==> config.mk <==
export PLATFORM = sky130hd
export DESIGN_NAME = mem_arbiter
export DESIGN_NICKNAME = d
export VERILOG_FILES = /design/src/rtl/cpu_types_pkg.sv /design/src/rtl/mem_arbiter.sv
export SDC_FILE = /design/constraint.sdc
export NUM_CORES = 1
export LEC_CHECK = 0
export ABC_AREA = 0
export CAP_MARGIN = 30
export CORE_AREA = 2 2 119 121
export DETAILED_ROUTE_END_ITERATION = 8
export DIE_AREA = 0 0 121 123
export PLACE_DENSITY = 0.8
export SKIP_CTS_REPAIR_TIMING = 1
export SLEW_MARGIN = 20
export SYNTH_ARGS = -nofsm -noshare
export SYNTH_HDL_FRONTEND = slang
export SYNTH_SLANG_ARGS = --single-unit
==> constraint.sdc <==
create_clock -name CLK -period 1.95 [get_ports CLK]
set_input_delay 0.195 -clock CLK [delete_from_list [all_inputs] [get_ports CLK]]
set_output_delay 0.195 -clock CLK [all_outputs]
set_load 0.02 [all_outputs]
==> src/rtl/cpu_types_pkg.sv <==
// Shared memory-side types: data word, RAM handshake state, arbiter state and RAM command bundle.
package cpu_types_pkg;

  typedef logic [31:0] word_t;

  typedef enum logic [1:0] {
    FREE   = 2'd0,
    BUSY   = 2'd1,
    ACCESS = 2'd2,
    ERROR  = 2'd3
  } ramstate_t;

  typedef enum logic [1:0] {
    IDLE   = 2'd0,
    DSERVE = 2'd1,
    ISERVE = 2'd2,
    GAP    = 2'd3
  } arbstate_t;

  localparam word_t ERR_WORD = 32'hBAD1BAD1;

  typedef struct packed {
    logic  ren;
    logic  wen;
    word_t addr;
    word_t store;
  } ram_cmd_t;

  localparam ram_cmd_t RAM_IDLE = '{ren: 1'b0, wen: 1'b0, addr: 32'd0, store: 32'd0};

  // ERROR also ends an access; the initiator is released either way
  function automatic logic ram_done(input ramstate_t s);
    return (s == ACCESS) || (s == ERROR);
  endfunction

  // A write wins over a read when the dcache raises both
  function automatic ram_cmd_t data_cmd(input logic wen, input word_t addr, input word_t store);
    ram_cmd_t c;
    c.ren   = ~wen;
    c.wen   = wen;
    c.addr  = addr;
    c.store = wen ? store : 32'd0;
    return c;
  endfunction

  function automatic ram_cmd_t instr_cmd(input word_t addr);
    ram_cmd_t c;
    c.ren   = 1'b1;
    c.wen   = 1'b0;
    c.addr  = addr;
    c.store = 32'd0;
    return c;
  endfunction

endpackage

==> src/rtl/mem_arbiter.sv <==
// dcache/icache to unified RAM arbiter with bounded icache starvation.
// Optional per-port completion counters: define MEM_ARBITER_STATS_EN.
module mem_arbiter
  import cpu_types_pkg::*;
#(
  parameter int unsigned STARVE_MAX = 32'd4,
  parameter word_t       ERR_WORD   = cpu_types_pkg::ERR_WORD
) (
  input  logic      CLK,
  input  logic      nRST,
  input  logic      dREN,
  input  logic      dWEN,
  input  word_t     daddr,
  input  word_t     dstore,
  output logic      dwait,
  output word_t     dload,
  input  logic      iREN,
  input  word_t     iaddr,
  output logic      iwait,
  output word_t     iload,
  output logic      ramREN,
  output logic      ramWEN,
  output word_t     ramaddr,
  output word_t     ramstore,
  input  word_t     ramload,
  input  ramstate_t ramstate,
  output logic      err
`ifdef MEM_ARBITER_STATS_EN
  ,
  output word_t     dcount,
  output word_t     icount
`endif
);

  localparam logic [3:0] STARVE_LIM = 4'(STARVE_MAX);

  arbstate_t  state;
  logic [3:0] starve;
  ram_cmd_t   cmd;
  logic       d_req;
  logic       d_done;
  logic       i_done;
  logic       d_first;

  assign d_req  = dREN | dWEN;
  assign d_done = (state == DSERVE) && d_req && ram_done(ramstate);
  assign i_done = (state == ISERVE) && iREN && ram_done(ramstate);
  // Data wins contention unless the icache has already been passed over STARVE_MAX times
  assign d_first = d_req && !(iREN && (starve == STARVE_LIM));

  // Completion is visible in the same cycle the RAM reports it
  assign dwait = ~d_done;
  assign iwait = ~i_done;

  assign ramREN   = cmd.ren;
  assign ramWEN   = cmd.wen;
  assign ramaddr  = cmd.addr;
  assign ramstore = cmd.store;

  // Arbiter FSM, starvation counter, registered RAM command and load/error registers
  always_ff @(posedge CLK or negedge nRST) begin
    if (!nRST) begin
      state  <= IDLE;
      starve <= 4'd0;
      cmd    <= RAM_IDLE;
      dload  <= 32'd0;
      iload  <= 32'd0;
      err    <= 1'b0;
    end else begin
      case (state)
        IDLE: begin
          if (d_first) begin
            state <= DSERVE;
            cmd   <= data_cmd(dWEN, daddr, dstore);
            if (iREN) begin
              starve <= (starve == STARVE_LIM) ? starve : starve + 4'd1;
            end else begin
              starve <= 4'd0;
            end
          end else if (iREN) begin
            state  <= ISERVE;
            cmd    <= instr_cmd(iaddr);
            starve <= 4'd0;
          end else begin
            state  <= IDLE;
            cmd    <= RAM_IDLE;
            starve <= 4'd0;
          end
        end
        DSERVE: begin
          if (!d_req) begin
            state <= IDLE;
            cmd   <= RAM_IDLE;
          end else if (d_done) begin
            state <= GAP;
            cmd   <= RAM_IDLE;
            if (!dWEN) begin
              dload <= (ramstate == ERROR) ? ERR_WORD : ramload;
            end
            if (ramstate == ERROR) begin
              err <= 1'b1;
            end
          end else begin
            state <= DSERVE;
            cmd   <= data_cmd(dWEN, daddr, dstore);
          end
        end
        ISERVE: begin
          if (!iREN) begin
            state <= IDLE;
            cmd   <= RAM_IDLE;
          end else if (i_done) begin
            state <= GAP;
            cmd   <= RAM_IDLE;
            iload <= (ramstate == ERROR) ? ERR_WORD : ramload;
            if (ramstate == ERROR) begin
              err <= 1'b1;
            end
          end else begin
            state <= ISERVE;
            cmd   <= instr_cmd(iaddr);
          end
        end
        GAP: begin
          state <= IDLE;
          cmd   <= RAM_IDLE;
        end
        default: begin
          state <= IDLE;
          cmd   <= RAM_IDLE;
        end
      endcase
    end
  end

`ifdef MEM_ARBITER_STATS_EN
  // Completed (non-aborted) accesses per port, free-running with wrap
  always_ff @(posedge CLK or negedge nRST) begin
    if (!nRST) begin
      dcount <= 32'd0;
      icount <= 32'd0;
    end else begin
      if (d_done) begin
        dcount <= dcount + 32'd1;
      end
      if (i_done) begin
        icount <= icount + 32'd1;
      end
    end
  end
`endif

endmodule

# After elaboration in Yosys (flattened, before gate mapping)
# Index checks and enable logic that the tools add are counted.
word_totals:
  reg_bits: 137
  latchBits: 0
  mem_bits_rw: 0
  romBits: 0
  inputBits: 135
  wordCells: 64
  memories: 0
classes:
  n_addsub: 1
  mul: 0
  div: 0
  magnitude_cmp: 0
  n_eq_ne: 11
  shift: 0
  n_mux: 25
  bitwise_logic: 4
  n_reduce_logical: 14
op_table:
  columns: ["operator", "n"]
  rows:
  - ["$mux 66", 6]
  - ["$pmux 66 s4", 1]
  - ["$mux 32", 2]
  - ["$mux 4", 3]
  - ["$mux 2", 5]
  - ["$eq 2x2->1 const B", 4]
  - ["$ne 2x2->1 const B", 4]
  - ["$pmux 2 s4", 1]
  - ["$logic_and 1x1->1", 6]
  - ["$mux 1", 6]
  - ["$reduce_and 5->1", 1]
  - ["$add 4x1->4 const B", 1]
  - ["$eq 4x3->1 const B", 1]
  - ["$reduce_and 4->1", 1]
  - ["$ne 3x3->1 const B", 1]
  - ["$not 1->1", 3]
  - ["$reduce_and 3->1", 1]
  - ["$eq 2x1->1 const B", 1]
  - ["$logic_not 2->1", 1]
  - ["$pmux 1 s2", 1]
  - ["$reduce_and 2->1", 1]
  - ["$reduce_bool 2->1", 1]
  - ["$logic_not 1->1", 1]
  - ["$logic_or 1x1->1", 1]
  - ["$or 1x1->1", 1]

# Depth between registers and ports, before layout
# Gate-level depths: netlist of run 1.
depth:
  word_depth: 6
  ltp_mapped: 6
  mapped_depth_nobuf: 5

# Worst setup path after synthesis of run 1
# OpenSTA, ideal clock, no wires.
synth_path:
  path_type: "register to register"
  from: "register starve[0]"
  to: "register cmd, in the netlist ramstore[11]"
  setup_ns: 0.066
  t_arrival_ns: 1.590
  setup_slack_ns: 0.294
  path_stages_with_launch: 7
  n_path_buf: 1
  cell_sequence: "dfrtp_1 inv_1 ha_1 and4b_4 a2111oi_4 buf_6 and2_1"
synth_between:
  elab_chain_len: 6
synth_rtl:
  columns: ["element", "line", "text"]
  rows:
  - ["start: declaration", "mem_arbiter.sv:38", "logic [3:0] starve;"]
  - ["start signal: assignment", "mem_arbiter.sv:76", "starve <= (starve == STARVE_LIM) ? starve : starve + 4'd1;"]
  - ["$eq 4x3->1", "mem_arbiter.sv:49", "assign d_first = d_req && !(iREN && (starve == STARVE_LIM));"]
  - ["$logic_and 1x1->1", "mem_arbiter.sv:49", null]
  - ["$logic_not 1->1", "mem_arbiter.sv:49", null]
  - ["$logic_and 1x1->1", "mem_arbiter.sv:49", null]
  - ["$mux 66", "mem_arbiter.sv:72", "if (d_first) begin"]
  - ["$pmux 66 s4", "mem_arbiter.sv:70", "case (state)"]
  - ["end signal: assignment", "mem_arbiter.sv:74", "cmd <= data_cmd(dWEN, daddr, dstore);"]
  - ["end signal: assignment", "mem_arbiter.sv:82", "cmd <= instr_cmd(iaddr);"]
  - ["end signal: assignment", "mem_arbiter.sv:105", "cmd <= data_cmd(dWEN, daddr, dstore);"]
  - ["end: declaration", "mem_arbiter.sv:39", "ram_cmd_t cmd;"]
# Every way passes these cells.
# A chain may end at the register's enable or synchronous reset.

# Final worst setup path of run 1
layout_path:
  from: "register starve[0]"
  to: "register cmd, in the netlist ramstore[22]"
# Same word-level chain as after synthesis.

==> results of run 1 <==
[per-layer routing]
metal / track usage (%) / wire length (µm)
met1: 22.0 / 5440
met2: 36.8 / 7970
met3: 7.10 / 1240
met4: 8.36 / 309
met5: 0 / 0
[metrics by stage]
| step | instance area [µm²] | power (W) | TNS (ps) | setup slack (ps) |
|---|---|---|---|---|
| finish | 9020 | 0.0132 | 0 | 129 |
| global route | 9020 | 0.0138 | 0 | 17.0 |
| CTS | 9010 | 0.0133 | -187 | -100 |
| detailed placement | 8320 | 0.00957 | 0 | 31.3 |
| global placement | 8320 | 0.00937 | 0 | 69.4 |
| floorplan | 5360 | 0.00685 | 0 | 294 |
[critical path: cells and delay by family, from the launching register on]
family | cells | cell delay, ps
AOI/OAI and AO/OA | 1 | 410
and+or+nand+nor | 2 | 400
DFF | 1 | 420
adders and majority gates | 1 | 230
buffers and inverters | 2 | 290
[logic make-up (layout without fill, tap and decap cells)]
logic type	count (synthesis)	after routing
AOI/OAI and AO/OA	57	57
adders and majority gates	2	2
buffers and inverters	33	328
DFF	137	137
muxes	57	57
and+or+nand+nor	90	90
[report_power, final]
| part | switching (W) | total (W) | internal, W |
|---|---|---|---|
| clock | 0.00118 | 0.00368 | 0.00250 |
| sequential | 0.000538 | 0.00435 | 0.00381 |
| combinational | 0.00241 | 0.00517 | 0.00276 |
[flip-flops by register name, summed over array words and instances (netlist names)]
name      count
starve        4
ramstore     32
err           1
iload        32
ramWEN        1
dload        32
ramaddr      32
ramREN        1
state         2
[cells in the final DEF, fill, tap and decap left out, drive strengths merged, types with 2 or more instances in the layout]
| cell type | count |
|---|---|
| a21o | 2 |
| dfrtp | 137 |
| nor2 | 6 |
| nand3 | 3 |
| nand4b | 2 |
| buf | 17 |
| mux2 | 50 |
| a22o | 32 |
| and2 | 45 |
| nand2b | 15 |
| mux2i | 7 |
| clkdlybuf4s50 | 264 |
| clkinv | 3 |
| clkbuf | 21 |
| dlymetal6s2s | 2 |
| nand2 | 15 |
| o21ai | 14 |
| inv | 13 |
| bufinv | 6 |
| o311ai | 2 |
| ha | 2 |
[cell type report]
type / count / area share, %
timing repair buffer: 284 / 32.0
multi-input combinational: 206 / 19.5
tap: 180 / 2.50
inverter: 12 / 0.499
clock inverter: 11 / 2.38
sequential: 137 / 38.0
clock buffer: 21 / 5.21
[worst max path at each step]
stage,to,depth (start not counted),startpoint
3_3_place_gp,dload[0],5,ramstate[1]
3_5_place_dp,dload[27],6,ramstate[1]
4_1_cts,iwait,2,state[0]
2_1_floorplan,ramstore[11],6,starve[0]
6_report,ramstore[22],6,starve[0]
5_1_grt,ramstore[29],6,starve[0]
==> impl_metrics.toml, run 1 <==
[floorplanning]
row_count = 43
core_area_um2 = 13600
die_area_um2 = 14900
die_w_um = 121
die_y_um = 123
io_pins = 268
initial_utilization_pct = 39.4

[sta]
finalCritPeriodShare_pct = 93.4
fin_skew_ps = 8.87
rsz0062_at_grt = "no"
relSlewSlack_pct = 61.2
drv_slew = 0
tightest_slew_ps = 582
finalHoldViolCount = 0
fin_crit_ps = 1820
timing.fmax_mhz = 549
setup_viol = 0
holdWs_ps = 324

[cts]
clkTransAtPathRegs_ps = 60
cts_tree = "done"
cts_num_sinks = 137
clockBufferDepth = 2
clk_latency_ps = 420
cts_max_level = 4
cts_buffers = 17
cts-root-buf = "clkbuf_16"

[global_route]
grt_pass1_vias = 4452
grtUsageTotal_pct = 20.5
grt_max_degree = 61
grt_overflow_total = 0
grt_pass1_wl_um = 23000
antenna_found_initial = 0

[place]
finalWeightedCongestion = 0.817
place_hpwl_um = 10900
io_buffers = 267
dp.cells = 818

[pwr]
ir_drop_mv = 0.573
p_leak_nw = 3.96
power_density_nw_per_um2 = 1460

[critical_path]
r2r_start = "starve[0]"
cp.arrival_ps = 2170
reg2reg_to = "ramstore[22]"
slowest_stage = "dfrtp_1"
crit_path_max_fanout = 33
r2r_slack_ps = 130
startpoint_type = "register"
cp_cell_sequence = "inv_1 > ha_1 > and4b_4 > a2111oi_4 > buf_12 > and2_1"
end_kind = "register"
max_stage_delay_ps = 420
r2r_cells = 6
path_class = "reg2reg"
cp.required_ps = 2300

[detailed_routing]
ant_nets = 0
drc = 0
routedWlPerCell_um = 17.6
wl_um = 15000
drtPass1Iterations = 4
vias = 4070
dr.first_iter.drc_count = 161
via_per_inst = 4.78

[yosys]
synth_commonest_cells = "137 x dfrtp_1, 44 x and2_1, 32 x a22o_1"
synthFlopType = "dfrtp_1"
yosysUniqueCellTypes = 33
synth-adder-area-share_pct = 0.467
yosysTopAreaCell = "dfrtp_1"
netlist.area_leader.share_pct = 64.0
synth.area.mux_share_pct = 13.4
synth_edf_count = 0
syn_nets = 513
yosysWarnings = 0
synth_area_um2 = 5360
synth.area.top_cells = "dfrtp_1 64%, mux2_4 6.4%, mux2_2 5.7%"
ys_async_sr_fraction_pct = 100
seq_area_frac_synth_pct = 64.0
synthXorXnorAreaFrac_pct = 0
synth-seq-cells = 137
synth_top_family_by_area = "multiplexers"
synth_cells = 376
synth_compound_area_share_pct = 8.75
synth-simple-area-share_pct = 9.76
yosysMostFrequentCell = "dfrtp_1"
avgSynthCellArea_um2 = 14.3

[finish]
fillers = 984
finalNetCount = 795
syn_to_final_growth_pct = 68.4
fin_util_pct = 66.3
fin_cells = 851
num_antenna_cells = 0
layout-drive-gt1-share_pct = 15.6
multi_input_area_um2 = 1760
seqCellArea_um2 = 3430

[outcome]
status = "finished, final reports clean"

[job]
max-cap-violations = 0

[min_path]
min_path_type = "in2async"
(Power assumes the default switching activity.)
==> run 2: changes to the inputs <==
--- a/config.mk
+++ b/config.mk
@@ -7,9 +7,9 @@
 export LEC_CHECK = 0
 export ABC_AREA = 0
 export CAP_MARGIN = 30
-export CORE_AREA = 2 2 119 121
+export CORE_AREA = 2 2 142 102
 export DETAILED_ROUTE_END_ITERATION = 8
-export DIE_AREA = 0 0 121 123
+export DIE_AREA = 0 0 144 104
 export PLACE_DENSITY = 0.8
 export SKIP_CTS_REPAIR_TIMING = 1
 export SLEW_MARGIN = 20
==> impl_metrics.toml, run 2 (synthesis gave the netlist of run 1 again) <==
[detailed_routing]
drtPass1Iterations = 4
dr.first_iter.drc_count = 186
via_per_inst = 4.72
ant_nets = 0
vias = 4043
routedWlPerCell_um = 16.8
wl_um = 14400
drc = 0

[sta]
timing.fmax_mhz = 572
fin_setup_tns_ps = 0
relSlewSlack_pct = 69.3
fin_crit_ps = 1750
fin_skew_ps = 5.20
holdWs_ps = 295
finalWorstSetupSlack_ps = 202
finalCritPeriodShare_pct = 89.7
tightest_slew_ps = 460
rsz0062_at_grt = "no"
drv_slew = 0
finalHoldViolCount = 0
setup_viol = 0

[critical_path]
r2r_start = "starve[0]"
crit_path_max_fanout = 33
cp.arrival_ps = 2090
crit_path_start = "starve[0]"
cp.required_ps = 2290
startpoint_type = "register"
reg2reg_to = "ramstore[15]"
r2r_slack_ps = 200
endpoint = "ramstore[15]"
path_class = "reg2reg"
end_kind = "register"
r2r_cells = 6

[floorplanning]
die_area_um2 = 15000
die_y_um = 104
core_area_um2 = 13600
io_pins = 268
die_w_um = 144
row_count = 36
initial_utilization_pct = 39.3

[global_route]
grt_overflow_total = 0
grtUsageTotal_pct = 20.0
grt_max_degree = 49
antenna_found_initial = 0
grt_pass1_vias = 4446
grt_pass1_wl_um = 23000

[finish]
num_antenna_cells = 0
fillers = 983
layout-drive-gt1-share_pct = 14.7
final_common_cell = "clkdlybuf4s50_1"
finalNetCount = 791
final_cell_mix = "264 x clkdlybuf4s50_1, 137 x dfrtp_1, 44 x and2_1"
design_area_um2 = 8980
fin_util_pct = 65.8
syn_to_final_growth_pct = 67.5

[place]
dp_slack_ps = 24.3
dpl_cell_area_um2 = 8330
finalWeightedCongestion = 0.799
place_hpwl_um = 10700
io_buffers = 267

[cts]
clk_latency_ps = 410
cts_num_sinks = 137
cts-root-buf = "clkbuf_16"
cts_tree = "done"
clkTransAtPathRegs_ps = 50
cts_buffers = 17
cts_max_level = 4
clockBufferDepth = 2

[job]
max-cap-violations = 0

[pwr]
power_density_nw_per_um2 = 1440
ir_drop_mv = 0.620
p_leak_nw = 3.92

[outcome]
status = "finished, final reports clean"

[min_path]
min_path_type = "in2async"
-- run 2: changes by cell type in the layout (fill, tap and decap cells not counted), sizes merged --
cell,change
clkinv,-1
buf,-4
clkbuf,+4
bufinv,-2
inv,-1
-- run 2: cell type report --
class	instances	area [µm²]	share of cell area (%)
Clock buffer	25	495	5.52
Multi-Input combinational cell	206	1760	19.6
Clock inverter	7	138	1.53
Timing Repair Buffer	280	2880	32.1
Sequential cell	137	3430	38.2
Inverter	12	45.0	0.502
Tap cell	190	238	2.65
-- run 2: through the flow --
stage	cells	total power [W]
global placement	824	0.00940
global route	857	0.0135
finish	857	0.0129
CTS	856	0.0130
floorplan	376	0.00685
detailed placement	824	0.00958
-- run 2: how the worst min path moves through the flow --
| stage | start | end | slack [ps] | cells after the start |
|---|---|---|---|---|
| 4_1_cts | nRST | ramaddr[7] | -280 | 1 |
| 3_3_place_gp | nRST | ramaddr[2] | 160 | 1 |
| 6_report | nRST | ramstore[16] | 290 | 2 |
| 3_5_place_dp | nRST | ramaddr[1] | 160 | 1 |
| 2_1_floorplan | nRST | dload[0] | -100 | 0 |
| 5_1_grt | dstore[30] | ramstore[30] | 320 | 2 |
-- run 2: power breakdown --
group | internal (W) | leakage [nW] | switching [W]
clock | 0.00227 | 0.307 | 0.00112
sequential | 0.00381 | 1.73 | 0.000517
combinational | 0.00276 | 1.89 | 0.00243
total | 0.00884 | 3.92 | 0.00406
-- run 2: routing by layer --
layer / GRT usage, % / wire length, µm / vias up
met1: 22.6 / 5600 / 2003
li1: - / - / 1847
met5: 0 / 0 / -
met4: 7.42 / 227 / 0
met3: 6.86 / 1040 / 20
met2: 34.9 / 7500 / 173
-- run 2: worst max-delay path, cell delays in order (launching register included) --
cell,delay [ps]
dfrtp_1,400
inv_1,60
ha_1,210
and4b_4,240
a2111oi_4,400
buf_12,210
and2_1,160
==> run 3: changes to the inputs <==
--- a/config.mk
+++ b/config.mk
@@ -7,9 +7,9 @@
 export LEC_CHECK = 0
 export ABC_AREA = 0
 export CAP_MARGIN = 30
-export CORE_AREA = 2 2 142 102
+export CORE_AREA = 3 3 143 103
 export DETAILED_ROUTE_END_ITERATION = 8
-export DIE_AREA = 0 0 144 104
+export DIE_AREA = 0 0 146 106
 export PLACE_DENSITY = 0.8
 export SKIP_CTS_REPAIR_TIMING = 1
 export SLEW_MARGIN = 20
==> impl_metrics.toml, run 3 (synthesis gave the netlist of run 1 again) <==
[global_route]
grt_pass1_wl_um = 24400
grt_pass1_vias = 4459
grt_max_degree = 55
grt_overflow_total = 0
antenna_found_initial = 0
grtUsageTotal_pct = 20.0

[sta]
setup_viol = 0
fin_skew_ps = 9.42
rsz0062_at_grt = "no"
relSlewSlack_pct = 65.2
timing.fmax_mhz = 564
drv_slew = 0
tightest_slew_ps = 522
finalCritPeriodShare_pct = 91.0
fin_crit_ps = 1770
finalHoldViolCount = 0
holdWs_ps = 329
finalWorstSetupSlack_ps = 176

[detailed_routing]
ant_nets = 0
routedWlPerCell_um = 17.7
drtPass1Iterations = 4
dr.first_iter.drc_count = 121
wl_um = 15100
drc = 0
vias = 4023
via_per_inst = 4.71

[critical_path]
end_kind = "register"
path_class = "reg2reg"
r2r_start = "starve[0]"
startpoint_type = "register"
r2r_slack_ps = 180
r2r_cells = 6
reg2reg_to = "ramstore[23]"
cp.arrival_ps = 2110
crit_path_max_fanout = 33
cp.required_ps = 2290

[pwr]
ir_drop_mv = 0.627
power_density_nw_per_um2 = 1430
p_comb_share_pct = 40.2
p_leak_nw = 3.93
p_int_w = 0.00874
seq_power_share_pct = 33.8
swShare_pct = 32.1
netSwitchingPower_w = 0.00414
clockPowerShare_pct = 26.0

[finish]
final_cell_mix = "264 x clkdlybuf4s50_1, 136 x dfrtp_1, 44 x and2_1"
fin_cells = 854
layout-drive-gt1-share_pct = 15.4
num_antenna_cells = 0
finalNetCount = 793
fin_util_pct = 67.7
syn_to_final_growth_pct = 67.6
final_common_cell = "clkdlybuf4s50_1"

[floorplanning]
die_area_um2 = 15500
die_y_um = 106
initial_utilization_pct = 40.4
io_pins = 268
die_w_um = 146
row_count = 35
core_area_um2 = 13300

[cts]
clkTransAtPathRegs_ps = 60
cts_num_sinks = 137
clk_latency_ps = 410
cts_tree = "done"
cts_max_level = 4
clockBufferDepth = 2
cts_buffers = 17
cts-root-buf = "clkbuf_16"

[place]
place_hpwl_um = 11400
io_buffers = 267
finalWeightedCongestion = 0.797
dp.cells = 821
dp_slack_ps = 17.0

[min_path]
min_path_type = "in2async"

[outcome]
status = "finished, final reports clean"

[job]
max-cap-violations = 0
-- run 3: changes by cell type in the layout (fill, tap and decap cells not counted) --
cell / before / now
clkbuf_1: 4 / 2
clkinv_4: 0 / 3
dfrtp_1: 137 / 136
buf_4: 4 / 6
bufinv_16: 4 / 3
inv_6: 0 / 1
dfrtp_2: 0 / 1
clkinv_2: 2 / 1
-- run 3: cell type report --
cell class,count,area [µm²]
Clock buffer,23,488
Inverter,12,45.0
Sequential cell,137,3430
Fill cell,963,4290
Timing Repair Buffer,282,2890
Clock inverter,9,138
Multi-Input combinational cell,206,1760
Tap cell,185,231
-- run 3: worst max path at each step --
stage	start	endpoint	slack (ps)	cells after the start
finish	starve[0]	ramstore[23]	180	6
global route	starve[0]	ramstore[4]	80	6
CTS	state[0]	iwait	-20	2
detailed placement	ramstate[1]	ramstore[21]	20	6
global placement	ramstate[1]	ramstore[24]	70	6
floorplan	starve[0]	ramstore[11]	290	6
-- run 3: worst max-delay path, cell delays in order (launching register included) --
cell,delay [ps]
dfrtp_1,400
inv_1,60
ha_1,220
and4b_4,240
a2111oi_4,430
buf_12,210
and2_1,150
-- run 3: metal layers --
metal  global-route usage [%]  wire, µm  part of all wire (%)  vias up
met1                     23.9      5970                    40     1991
li1                         -         -                     -     1849
met4                     5.10       165                   1.1        0
met2                     33.7      7630                    51      167
met5                        0         0                     0        -
met3                     8.48      1320                   8.8       16
-- run 3: power groups by stage --
stage          logic, W  registers (W)  clock network (W)
2_1_floorplan   0.00140        0.00545                  0
3_3_place_gp    0.00510        0.00435                  0
3_5_place_dp    0.00522        0.00438                  0
4_1_cts         0.00523        0.00435            0.00341
5_1_grt         0.00548        0.00447            0.00356
6_report        0.00518        0.00435            0.00335
-- run 3: per-stage QoR --
| step | power [W] | setup TNS [ps] | cell area [µm²] |
|---|---|---|---|
| floorplan | 0.00685 | 0 | 5360 |
| global placement | 0.00945 | 0 | 8340 |
| detailed placement | 0.00960 | 0 | 8340 |
| CTS | 0.0130 | -46.9 | 8970 |
| global route | 0.0135 | 0 | 8980 |
| finish | 0.0129 | 0 | 8980 |
